--- config.mk ---
export PLATFORM = sky130hd
export DESIGN_NAME = regfile_write_arbiter
export DESIGN_NICKNAME = d
export VERILOG_FILES = /design/src/rtl/cpu_pkg.sv /design/src/rtl/rr_arbiter.sv /design/src/rtl/regfile_write_arbiter.sv
export SDC_FILE = /design/constraint.sdc
export NUM_CORES = 1
export LEC_CHECK = 0
export ABC_AREA = 1
export ABC_CLOCK_PERIOD_IN_PS = 2600
export CAP_MARGIN = 20
export CORE_UTILIZATION = 45
export CTS_CLUSTER_SIZE = 10
export DETAILED_ROUTE_END_ITERATION = 7
export PLACE_DENSITY = 0.9
export SYNTH_ARGS = -nofsm -noshare
export SYNTH_HDL_FRONTEND = slang
export SYNTH_SLANG_ARGS = --single-unit
--- constraint.sdc ---
create_clock -name clk -period 2.6 [get_ports clk]
set_clock_uncertainty 0.15 [all_clocks]
set_input_delay 0.52 -clock clk [delete_from_list [all_inputs] [get_ports clk]]
set_output_delay 0.52 -clock clk [all_outputs]
set_load 0.01 [all_outputs]
--- src/rtl/cpu_pkg.sv ---
// Purpose: shared register-file constants for the writeback path.
// Latency: n/a (constants only).
// Backpressure: n/a.
package cpu_pkg;

    localparam int REG_AW  = 5;
    localparam int REG_NUM = 32;
    localparam int XLEN    = 32;

    localparam logic [REG_AW-1:0] ZERO_REG = 5'd0;

endpackage : cpu_pkg

--- src/rtl/rr_arbiter.sv ---
// Purpose: combinational round-robin pick, scanning req from ptr upward with wrap.
// Latency: zero cycles, purely combinational; the pointer register lives in the parent.
// Backpressure: grant is one-hot on the first valid request, all-zero when none is valid.
module rr_arbiter #(
    parameter  int N  = 3,
    localparam int PW = (N > 1) ? $clog2(N) : 1
) (
    input  logic [N-1:0]  req,
    input  logic [PW-1:0] ptr,
    output logic [N-1:0]  grant,
    output logic [PW-1:0] grant_idx
);

    // Walk the requesters starting at ptr; the first valid one wins.
    always_comb begin
        int   idx;
        logic found;
        grant     = '0;
        grant_idx = '0;
        found     = 1'b0;
        idx       = 0;
        for (int k = 0; k < N; k++) begin
            idx = int'(ptr) + k;
            if (idx >= N) begin
                idx = idx - N;
            end
            if (!found && req[idx]) begin
                found      = 1'b1;
                grant[idx] = 1'b1;
                grant_idx  = PW'(idx);
            end
        end
    end

endmodule : rr_arbiter

--- src/rtl/regfile_write_arbiter.sv ---
// Purpose: shares the register file write port among NREQ writeback sources and tracks pending writes.
// Latency: request accepted in cycle N drives rf_we/rf_wa/rf_wd in N+1; one write per cycle sustained.
// Backpressure: req_ready is the one-hot round-robin grant; a requester holds valid/addr/data until granted.
module regfile_write_arbiter
    import cpu_pkg::*;
#(
    parameter int WIDTH = XLEN,
    parameter int NREQ  = 3,
    parameter int AW    = REG_AW
) (
    input  logic               clk,
    input  logic               rst,
    input  logic [NREQ-1:0]    req_valid,
    output logic [NREQ-1:0]    req_ready,
    input  logic [NREQ*AW-1:0] req_addr,
    input  logic [NREQ*WIDTH-1:0] req_data,
    output logic               rf_we,
    output logic [AW-1:0]      rf_wa,
    output logic [WIDTH-1:0]   rf_wd,
    input  logic               rsv_valid,
    input  logic [AW-1:0]      rsv_addr,
    input  logic [AW-1:0]      qa1,
    input  logic [AW-1:0]      qa2,
    output logic               busy1,
    output logic               busy2,
    input  logic               flush
);

    localparam int PW   = (NREQ > 1) ? $clog2(NREQ) : 1;
    localparam int NREG = 1 << AW;

    logic [PW-1:0]    rr_ptr_q, rr_ptr_d;
    logic             rf_we_q, rf_we_d;
    logic [AW-1:0]    rf_wa_q, rf_wa_d;
    logic [WIDTH-1:0] rf_wd_q, rf_wd_d;
    logic [NREG-1:0]  busy_q, busy_d;

    logic [NREQ-1:0]  arb_grant;
    logic [PW-1:0]    arb_idx;
    logic             xfer;
    logic [AW-1:0]    sel_addr;
    logic [WIDTH-1:0] sel_data;

    rr_arbiter #(
        .N (NREQ)
    ) u_rr_arbiter (
        .req       (req_valid),
        .ptr       (rr_ptr_q),
        .grant     (arb_grant),
        .grant_idx (arb_idx)
    );

    // Grants are suppressed during reset so nothing transfers on a reset edge.
    assign req_ready = rst ? '0 : arb_grant;
    assign xfer      = |req_ready;
    assign sel_addr  = req_addr[arb_idx*AW +: AW];
    assign sel_data  = req_data[arb_idx*WIDTH +: WIDTH];

    // Output stage and pointer: capture the winner; r0 writes are accepted but never enabled.
    always_comb begin
        rf_we_d  = 1'b0;
        rf_wa_d  = rf_wa_q;
        rf_wd_d  = rf_wd_q;
        rr_ptr_d = rr_ptr_q;
        if (xfer) begin
            rf_we_d  = (sel_addr != '0);
            rf_wa_d  = sel_addr;
            rf_wd_d  = sel_data;
            rr_ptr_d = (arb_idx == PW'(NREQ - 1)) ? '0 : arb_idx + 1'b1;
        end
    end

    // Scoreboard update: flush, then commit-clear, then reservation, so a new reservation wins.
    always_comb begin
        busy_d = busy_q;
        if (flush) begin
            busy_d = '0;
        end
        if (rf_we_q) begin
            busy_d[rf_wa_q] = 1'b0;
        end
        if (rsv_valid && (rsv_addr != '0)) begin
            busy_d[rsv_addr] = 1'b1;
        end
    end

    // State registers with synchronous reset.
    always_ff @(posedge clk) begin
        if (rst) begin
            rf_we_q  <= 1'b0;
            rf_wa_q  <= '0;
            rf_wd_q  <= '0;
            rr_ptr_q <= '0;
            busy_q   <= '0;
        end else begin
            rf_we_q  <= rf_we_d;
            rf_wa_q  <= rf_wa_d;
            rf_wd_q  <= rf_wd_d;
            rr_ptr_q <= rr_ptr_d;
            busy_q   <= busy_d;
        end
    end

    assign rf_we = rf_we_q;
    assign rf_wa = rf_wa_q;
    assign rf_wd = rf_wd_q;

    // Hazard lookups; r0 never reports busy.
    assign busy1 = (qa1 != '0) && busy_q[qa1];
    assign busy2 = (qa2 != '0) && busy_q[qa2];

endmodule : regfile_write_arbiter

* Word level (Yosys, flattened, before mapping)
Index checks and enable logic that the tools add are counted.
** Word-level totals
- Output and inout port bits :: 43
- Register bits :: 72
- Bits of input ports :: 133
** Cells by class
- Equality and inequality tests :: 1
- Order comparisons :: 15
- Shift operators :: 2
- Reductions and logical operators :: 18
- Add/subtract/negate cells :: 6
- $mul :: 1
- Bitwise logic cells :: 6
- Multiplexer cells :: 39
** Operators with widths (number)
- $mux 32 :: 6
- $ge 32x1->1 const B :: 3
- $lt 32x4->1 const B :: 3
- $shiftx 96x8->32 :: 1
- $ge 32x3->1 const B :: 2
- $sub 32x3->32 const B :: 2
- $and 32x32->32 :: 1
- $not 32->32 :: 1
- $or 32x32->32 :: 1
- $lt 5x6->1 const B :: 4
- $reduce_bool 5->1 :: 4
- $mux 1 :: 15
- $shiftx 15x6->5 :: 1
- $mux 3 :: 4
- $bmux 1 s5 :: 2
- $demux 1 s5 :: 2
- $ge 5x1->1 const B :: 2
- $logic_and 1x1->1 :: 10
- $mux 2 :: 4
- $bmux 1 s2 :: 3
- $demux 1 s2 :: 3
- $or 3x3->3 :: 2
- $mul 2x3->5 const B :: 1
- $add 2x1->3 const B :: 1
- other kinds (9) :: 10

* Logic depth before layout (Yosys ltp)
Gate-level depths: netlist (run 1).
- Depth after elaboration :: 16
- Mapped depth :: 17
- Gate-level depth less buffers :: 17

* Hierarchy
A second synthesis (run 1) with hierarchy kept.
** Second synthesis, totals
- Cell total of the unflattened synthesis :: 665
- Area total of the unflattened synthesis :: 4366.7 um^2
** By module, submodules not included
- regfile_write_arbiter :: cells an instance 611, seq. area each 1441.4 um^2, times used 1, area each 4086.4 um^2
- rr_arbiter :: cells an instance 54, seq. area each 0.0 um^2, times used 1, area each 280.3 um^2

* Worst setup path before layout (run 1)
Ideal clock, no wire load.
- Path type :: input to output
- Start point :: input port qa2[0]
- End point :: output port busy2
- Setup slack :: 250 ps
- Required time :: 1930 ps
- Stages :: 8
- Data arrival time :: 1680 ps
- Cell sequence :: clkbuf_1 > inv_1 > clkbuf_1 > a21oi_1 > o21ai_0 > a31oi_1 > nor2_1 > a21oi_1
** On the way
- Word-level cells in the longest chain between the ends :: 3
- Elaborated cells on any way between the ends :: 4
- Those cells by class :: 2 x mux; 2 x reduce/logical
** RTL lines
- start, declared :: line regfile_write_arbiter.sv:23 : input logic [AW-1:0] qa2,
- $bmux 1 s5 :: line regfile_write_arbiter.sv:110 : assign busy2 = (qa2 != '0) && busy_q[qa2];
- $mux 1 (not written as such) :: line regfile_write_arbiter.sv:110
- $logic_and 1x1->1 (*) :: line regfile_write_arbiter.sv:110
- end, declared :: line regfile_write_arbiter.sv:25 : output logic busy2,
Mark *: on every way between the ends. The rest lies on a longest branch, timed or not. The select of a mux whose other input is x is not followed.

* Worst setup path in the final report (run 1)
- Start point :: register rr_ptr_q[0]
- End point :: output port req_ready[1]
** On the way
- Word-level cells in the longest chain between the ends :: 13
- Elaborated cells on any way between the ends :: 47
- Those cells by class :: 5 x add/sub; 9 x order compare; 24 x mux; 2 x bitwise; 7 x reduce/logical
** RTL lines
- start, declared :: line regfile_write_arbiter.sv:32 : logic [PW-1:0] rr_ptr_q, rr_ptr_d;
- start signal, assigned :: line regfile_write_arbiter.sv:99 : rr_ptr_q <= rr_ptr_d;
- parallel branches: the longest is 11 deep, another holds $sub 32x3->32
- $mux 3 (*) :: line rr_arbiter.sv:27 : if (!found && req[idx]) begin
- $mux 3 (*) :: line regfile_write_arbiter.sv:54 : assign req_ready = rst ? '0 : arb_grant;
- end, declared :: line regfile_write_arbiter.sv:14 : output logic [NREQ-1:0] req_ready,
Every way passes the cells marked *. The select of a mux whose other input is x is not followed.

==> results of run 1 <==
## metal layers
metal  wire [µm]  vias up  part of all wire  track usage
met5           0        -                 0            0
met4        1120        0             0.057        0.170
met3        1810       98             0.093       0.0889
met2        9560      418              0.49        0.564
met1        7090     2804              0.36        0.386
li1            -     2906                 -            -
## path summary, 6_finish.rpt
check              startpoint           end  slack [ns]
hold reg to reg     busy_q[1]     busy_q[1]        0.35
hold / removal      busy_q[1]     busy_q[1]        0.35
setup reg to reg  rr_ptr_q[0]         rf_we       -0.04
setup / recovery  rr_ptr_q[0]  req_ready[1]       -0.11
## flip-flops by register name, summed over array words and instances, names as in the netlist
name,flops
busy_q,32
rf_wa,5
rf_wd,32
rf_we,1
rr_ptr_q,2
## Yosys cell counts, drive strengths merged, types with 3 or more instances
cell type / n / area share
a21oi: 76 / 0.084
a31oi: 3 / 0.0042
buf: 16 / 0.026
clkbuf: 25 / 0.021
dfxtp: 72 / 0.32
ha: 4 / 0.011
inv: 67 / 0.056
nand2: 181 / 0.15
nand3: 70 / 0.082
nand4: 5 / 0.0069
nor2: 99 / 0.082
nor3: 7 / 0.0077
o211ai: 5 / 0.0083
o21ai: 78 / 0.086
o22ai: 12 / 0.017
o32ai: 14 / 0.027
## repair_timing
item	4_1_cts	5_1_grt
gates resized for setup	50	63
pin swaps	7	13
endpoints found under the setup margin	5	45
cloned	1	13
setup buffers	10	3
hold endpoints to repair	0	0
## critical path, cell delays in order, from the launching register on
cell and delay (ns):
dfxtp_2 0.36, inv_2 0.06, ha_4 0.28, o21ai_4 0.19
buf_4 0.15, nand2_4 0.06, nand3_4 0.10, inv_2 0.06
nand2_2 0.09, nand3_2 0.08, nand2_2 0.09, inv_2 0.04
buf_6 0.11
## power groups by stage
stage	sequential, mW	clock, mW	combinational (mW)
after floorplan	1.57	0	2.80
after global placement	1.52	0	4.54
after detailed placement	1.53	0	4.62
after CTS	1.51	0.994	4.80
after global routing	1.55	1.04	6.63
final	1.53	0.991	6.14
## final cells by class
cell class                 count  area share
timing repair inverter         1     0.00101
multi-input combinational    561       0.381
timing repair buffer         246       0.336
tap                          133      0.0224
clock inverter                 6      0.0121
sequential                    72       0.195
inverter                      68      0.0359
clock buffer                  10      0.0172
## cell families (layout without fill, tap and decap cells)
family          after synthesis  in the layout  synth area share
flops                        72             72             0.319
buf+inv                     109            331             0.103
fa+ha+maj                     4              4            0.0111
simple gates                364            366             0.333
compound gates              191            191             0.234
==> flow_summary.ini, run 1 <==
[status]
status = finished, violations left
violations = setup timing

[grt]
overflow = 0
grt_pass1_wl_um = 26800
grtUsageTotal = 0.333
grt_max_degree = 44
grt_antenna_before_repair = 0
grt_pass1_vias = 5612

[critical_path]
critPathArrivalTime_ns = 2.04
required_ns = 1.93
startpoint_type = register
cp_max_fo = 5
critPathKind = register to output port
r2r_cells = 18
end_kind = output port

[layout]
n_antenna_cell = 0
area_delta_synth_final_pct = 64.3
utilization = 0.760
multi_input_area_mm2 = 0.00283
final_cell_mix = 169 x nand2_1, 163 x clkdlybuf4s50_1, 92 x nor2_1
drive_above_1_share = 0.157
mostFrequentLayoutCell = nand2_1
stdcell_count = 1097
fin_area_mm2 = 0.00743
regArea_mm2 = 0.00145
fillCellCount = 674
nets = 1096

[pwr]
comb_power_share = 0.709
powerDensity_mw_per_mm2 = 1170
power.switching_mw = 4.03
ir_worst_vdd_v = 0.000739
p_leak_nw = 3.09
intPower_mw = 4.63
pwr-share-clk = 0.114
power.total_mw = 8.66
swShare = 0.465
power_frac_seq = 0.177

[sta]
hold_violations = 0
finalSetupViolations = 5
worst_pin_slew_ns = 0.467
rsz0062_at_grt = true
drv_slew = 0
max_freq_mhz = 368
hold_slack_ns = 0.354
final.min_clock_period_ns = 2.71
fin_ws_ns = -0.114
slew_headroom = 0.686
finalSetupTns_ns = -0.345
period_share = 1.04

[synthesis]
netlist_area_mm2 = 0.00452
ys_ff_latch = 72
yosysWarnings = 0
ys_async_sr_fraction = 0
syn_nets = 877
synth_edf_count = 0
synth-main-ff-cell = dfxtp_1
synth_cell_types = 26
synthCells = 740
syn_avg_cell_area_um2 = 6.11
ys_seq_area_frac = 0.319

[clock_tree]
h-tree-depth = 3
cts_tree = yes
cts_buffer_depth = 2
holdBufCountCts = 0
path_clk_slew_ns = 0.09
cts_root_buf = clkbuf_8
clock_sinks = 72
numCtsBuffers = 9
clock_latency_ns = 0.36

[detailed_routing]
vias = 6226
wl_per_cell_um = 17.8
drt_pre_antenna_iters = 5
final_antenna_net_count = 0
wl_um = 19600
drcViolationCount = 0
via_per_inst = 5.68
drtIter0Drc = 588

[die]
fp.dieW_um = 102
core-area_mm2 = 0.00977
die-area_mm2 = 0.0105
fp-row-count = 36
dieHeight_um = 102
io-pin-count = 176
start_util = 0.462

[min_path]
hold_class = register to register
holdPathStages = 2

[place]
dpl.cell_count = 1056
io_buffers = 175
gp_congestion = 0.912
dpl-instance-area_mm2 = 0.00667
pre_cts_ws_ns = -0.544
dp_hpwl_um = 12600

[run]
cap_violations = 0
(Power assumes the default switching activity.)
==> inputs of run 2 (changes only) <==
--- a/config.mk
+++ b/config.mk
@@ -8,10 +8,10 @@
 export ABC_AREA = 1
 export ABC_CLOCK_PERIOD_IN_PS = 2600
 export CAP_MARGIN = 20
-export CORE_UTILIZATION = 45
+export CORE_UTILIZATION = 34
 export CTS_CLUSTER_SIZE = 10
 export DETAILED_ROUTE_END_ITERATION = 7
-export PLACE_DENSITY = 0.9
+export PLACE_DENSITY = 0.73
 export SYNTH_ARGS = -nofsm -noshare
 export SYNTH_HDL_FRONTEND = slang
 export SYNTH_SLANG_ARGS = --single-unit
==> flow_summary.ini, run 2 (synthesized netlist as in run 1, its figures left out) <==
[status]
status = finished, final reports clean

[sta]
finalSetupViolations = 0
finalSetupTns_ns = 0
final.min_clock_period_ns = 2.55
slew_headroom = 0.696
worst_pin_slew_ns = 0.452
hold_violations = 0
period_share = 0.980
rsz0062_at_grt = true
max_freq_mhz = 393
drv_slew = 0

[layout]
drive_above_1_share = 0.129
final_cell_mix = 172 x nand2_1, 163 x clkdlybuf4s50_1, 98 x nor2_1
area_delta_synth_final_pct = 61.1
mostFrequentLayoutCell = nand2_1
stdcell_count = 1127
n_antenna_cell = 0
fin_area_mm2 = 0.00728
nets = 1087

[detailed_routing]
drtIter0Drc = 455
wl_um = 17100
drcViolationCount = 0
drt_pre_antenna_iters = 5
via_per_inst = 5.02
vias = 5653
wl_per_cell_um = 15.1
final_antenna_net_count = 0

[die]
fp.dieW_um = 117
die-area_mm2 = 0.0138
core-area_mm2 = 0.0128
io-pin-count = 176
fp-row-count = 41
dieHeight_um = 117
start_util = 0.354

[critical_path]
r2r_start = rr_ptr_q[0]
critPathArrivalTime_ns = 1.88
r2r_slack_ns = 0.17
required_ns = 1.93
reg2reg_to = rf_we
cp_max_fo = 5
critPathKind = register to output port
end_kind = output port
r2r_cells = 19
startpoint_type = register

[place]
dpl-instance-area_mm2 = 0.00673
dp_hpwl_um = 12800
dpl.cell_count = 1099
gp_congestion = 0.925
io_buffers = 175

[grt]
grt_antenna_before_repair = 0
grtUsageTotal = 0.241
grt_pass1_wl_um = 26500
grt_pass1_vias = 5230
grt_max_degree = 63
overflow = 0

[clock_tree]
clock_sinks = 72
cts_buffer_depth = 2
clock_latency_ns = 0.33
cts_tree = yes
path_clk_slew_ns = 0.06
h-tree-depth = 3
holdBufCountCts = 0
numCtsBuffers = 9
cts_root_buf = clkbuf_16

[pwr]
p_leak_nw = 3.03
powerDensity_mw_per_mm2 = 1080
ir_worst_vdd_v = 0.000567
power.total_mw = 7.87

[min_path]
hold_end = busy_q[1]
hold_class = register to register
holdPathStages = 2
min_from = busy_q[1]

[run]
cap_violations = 0
==> run 2: cell types whose count changed in the layout (fill, tap and decap cells not counted), moves of 5 or more <==
cell	change
buf_4	+7
buf_6	-8
a21oi_1	+5
a21oi_2	-5
clkbuf_8	-7
o21ai_1	-8
o21ai_0	+10
nor2_2	-6
nor2_1	+6
==> run 2: timing repair <==
item                       4_1_cts  5_1_grt
cloned                           1        1
setup endpoints to repair        7       39
buffers inserted                 6        4
pin swaps                        7        9
resized for setup               53       24
==> run 2: critical path, cell delays in order (launching register included) <==
cell	delay, ns
dfxtp_2	0.34
buf_6	0.12
ha_4	0.15
inv_4	0.04
nand2_1	0.07
nand3_2	0.12
nand2_4	0.13
nand3_2	0.09
o21ai_1	0.14
nand2_1	0.09
nand2_2	0.08
inv_1	0.04
buf_2	0.13
==> run 2: area by class of cell <==
type	count	area [µm²]
Tap cell	172	215
Clock buffer	13	260
Clock inverter	3	40.0
Fill cell	1233	5490
Multi-Input combinational cell	560	2770
Timing Repair Buffer	239	2290
Sequential cell	72	1440
Inverter	68	265
==> run 2: report_power, final <==
group | internal (mW) | total (mW) | switching [mW]
clock | 0.793 | 1.25 | 0.462
combinational | 2.24 | 5.10 | 2.86
sequential | 1.35 | 1.52 | 0.173
==> run 2: worst max-delay path by stage <==
| stage | from | to |
|---|---|---|
| finish | rr_ptr_q[0] | req_ready[2] |
| global route | rr_ptr_q[0] | req_ready[0] |
| CTS | rr_ptr_q[0] | req_ready[2] |
| detailed placement | qa1[0] | busy1 |
| global placement | qa1[0] | busy1 |
| floorplan | qa2[0] | busy2 |
==> run 2: through the flow <==
stage | hold slack [ns] | utilization | setup slack (ns)
final | 0.341 | 0.570 | 0.0523
after global routing | 0.378 | 0.570 | -0.0420
after CTS | 0.342 | 0.559 | 0.0107
after detailed placement | 0.334 | 0.527 | -0.516
after global placement | 0.327 | 0.527 | -0.495
after floorplan | 0.298 | - | 0.250
==> run 2: metal layers <==
layer / global-route usage / part of all wire / wire, µm
met5: 0 / 0 / 0
met4: 0.0950 / 0.027 / 456
met3: 0.0584 / 0.076 / 1300
met2: 0.403 / 0.47 / 8070
met1: 0.297 / 0.42 / 7250
==> inputs of run 3 (changes only) <==
--- a/config.mk
+++ b/config.mk
@@ -8,10 +8,10 @@
 export ABC_AREA = 1
 export ABC_CLOCK_PERIOD_IN_PS = 2600
 export CAP_MARGIN = 20
-export CORE_UTILIZATION = 34
+export CORE_UTILIZATION = 45
 export CTS_CLUSTER_SIZE = 10
 export DETAILED_ROUTE_END_ITERATION = 7
-export PLACE_DENSITY = 0.73
+export PLACE_DENSITY = 0.9
 export SYNTH_ARGS = -nofsm -noshare
 export SYNTH_HDL_FRONTEND = slang
 export SYNTH_SLANG_ARGS = --single-unit
==> results of run 3 <==
The final DEF is identical to that of run 1; final timing and power are the same.
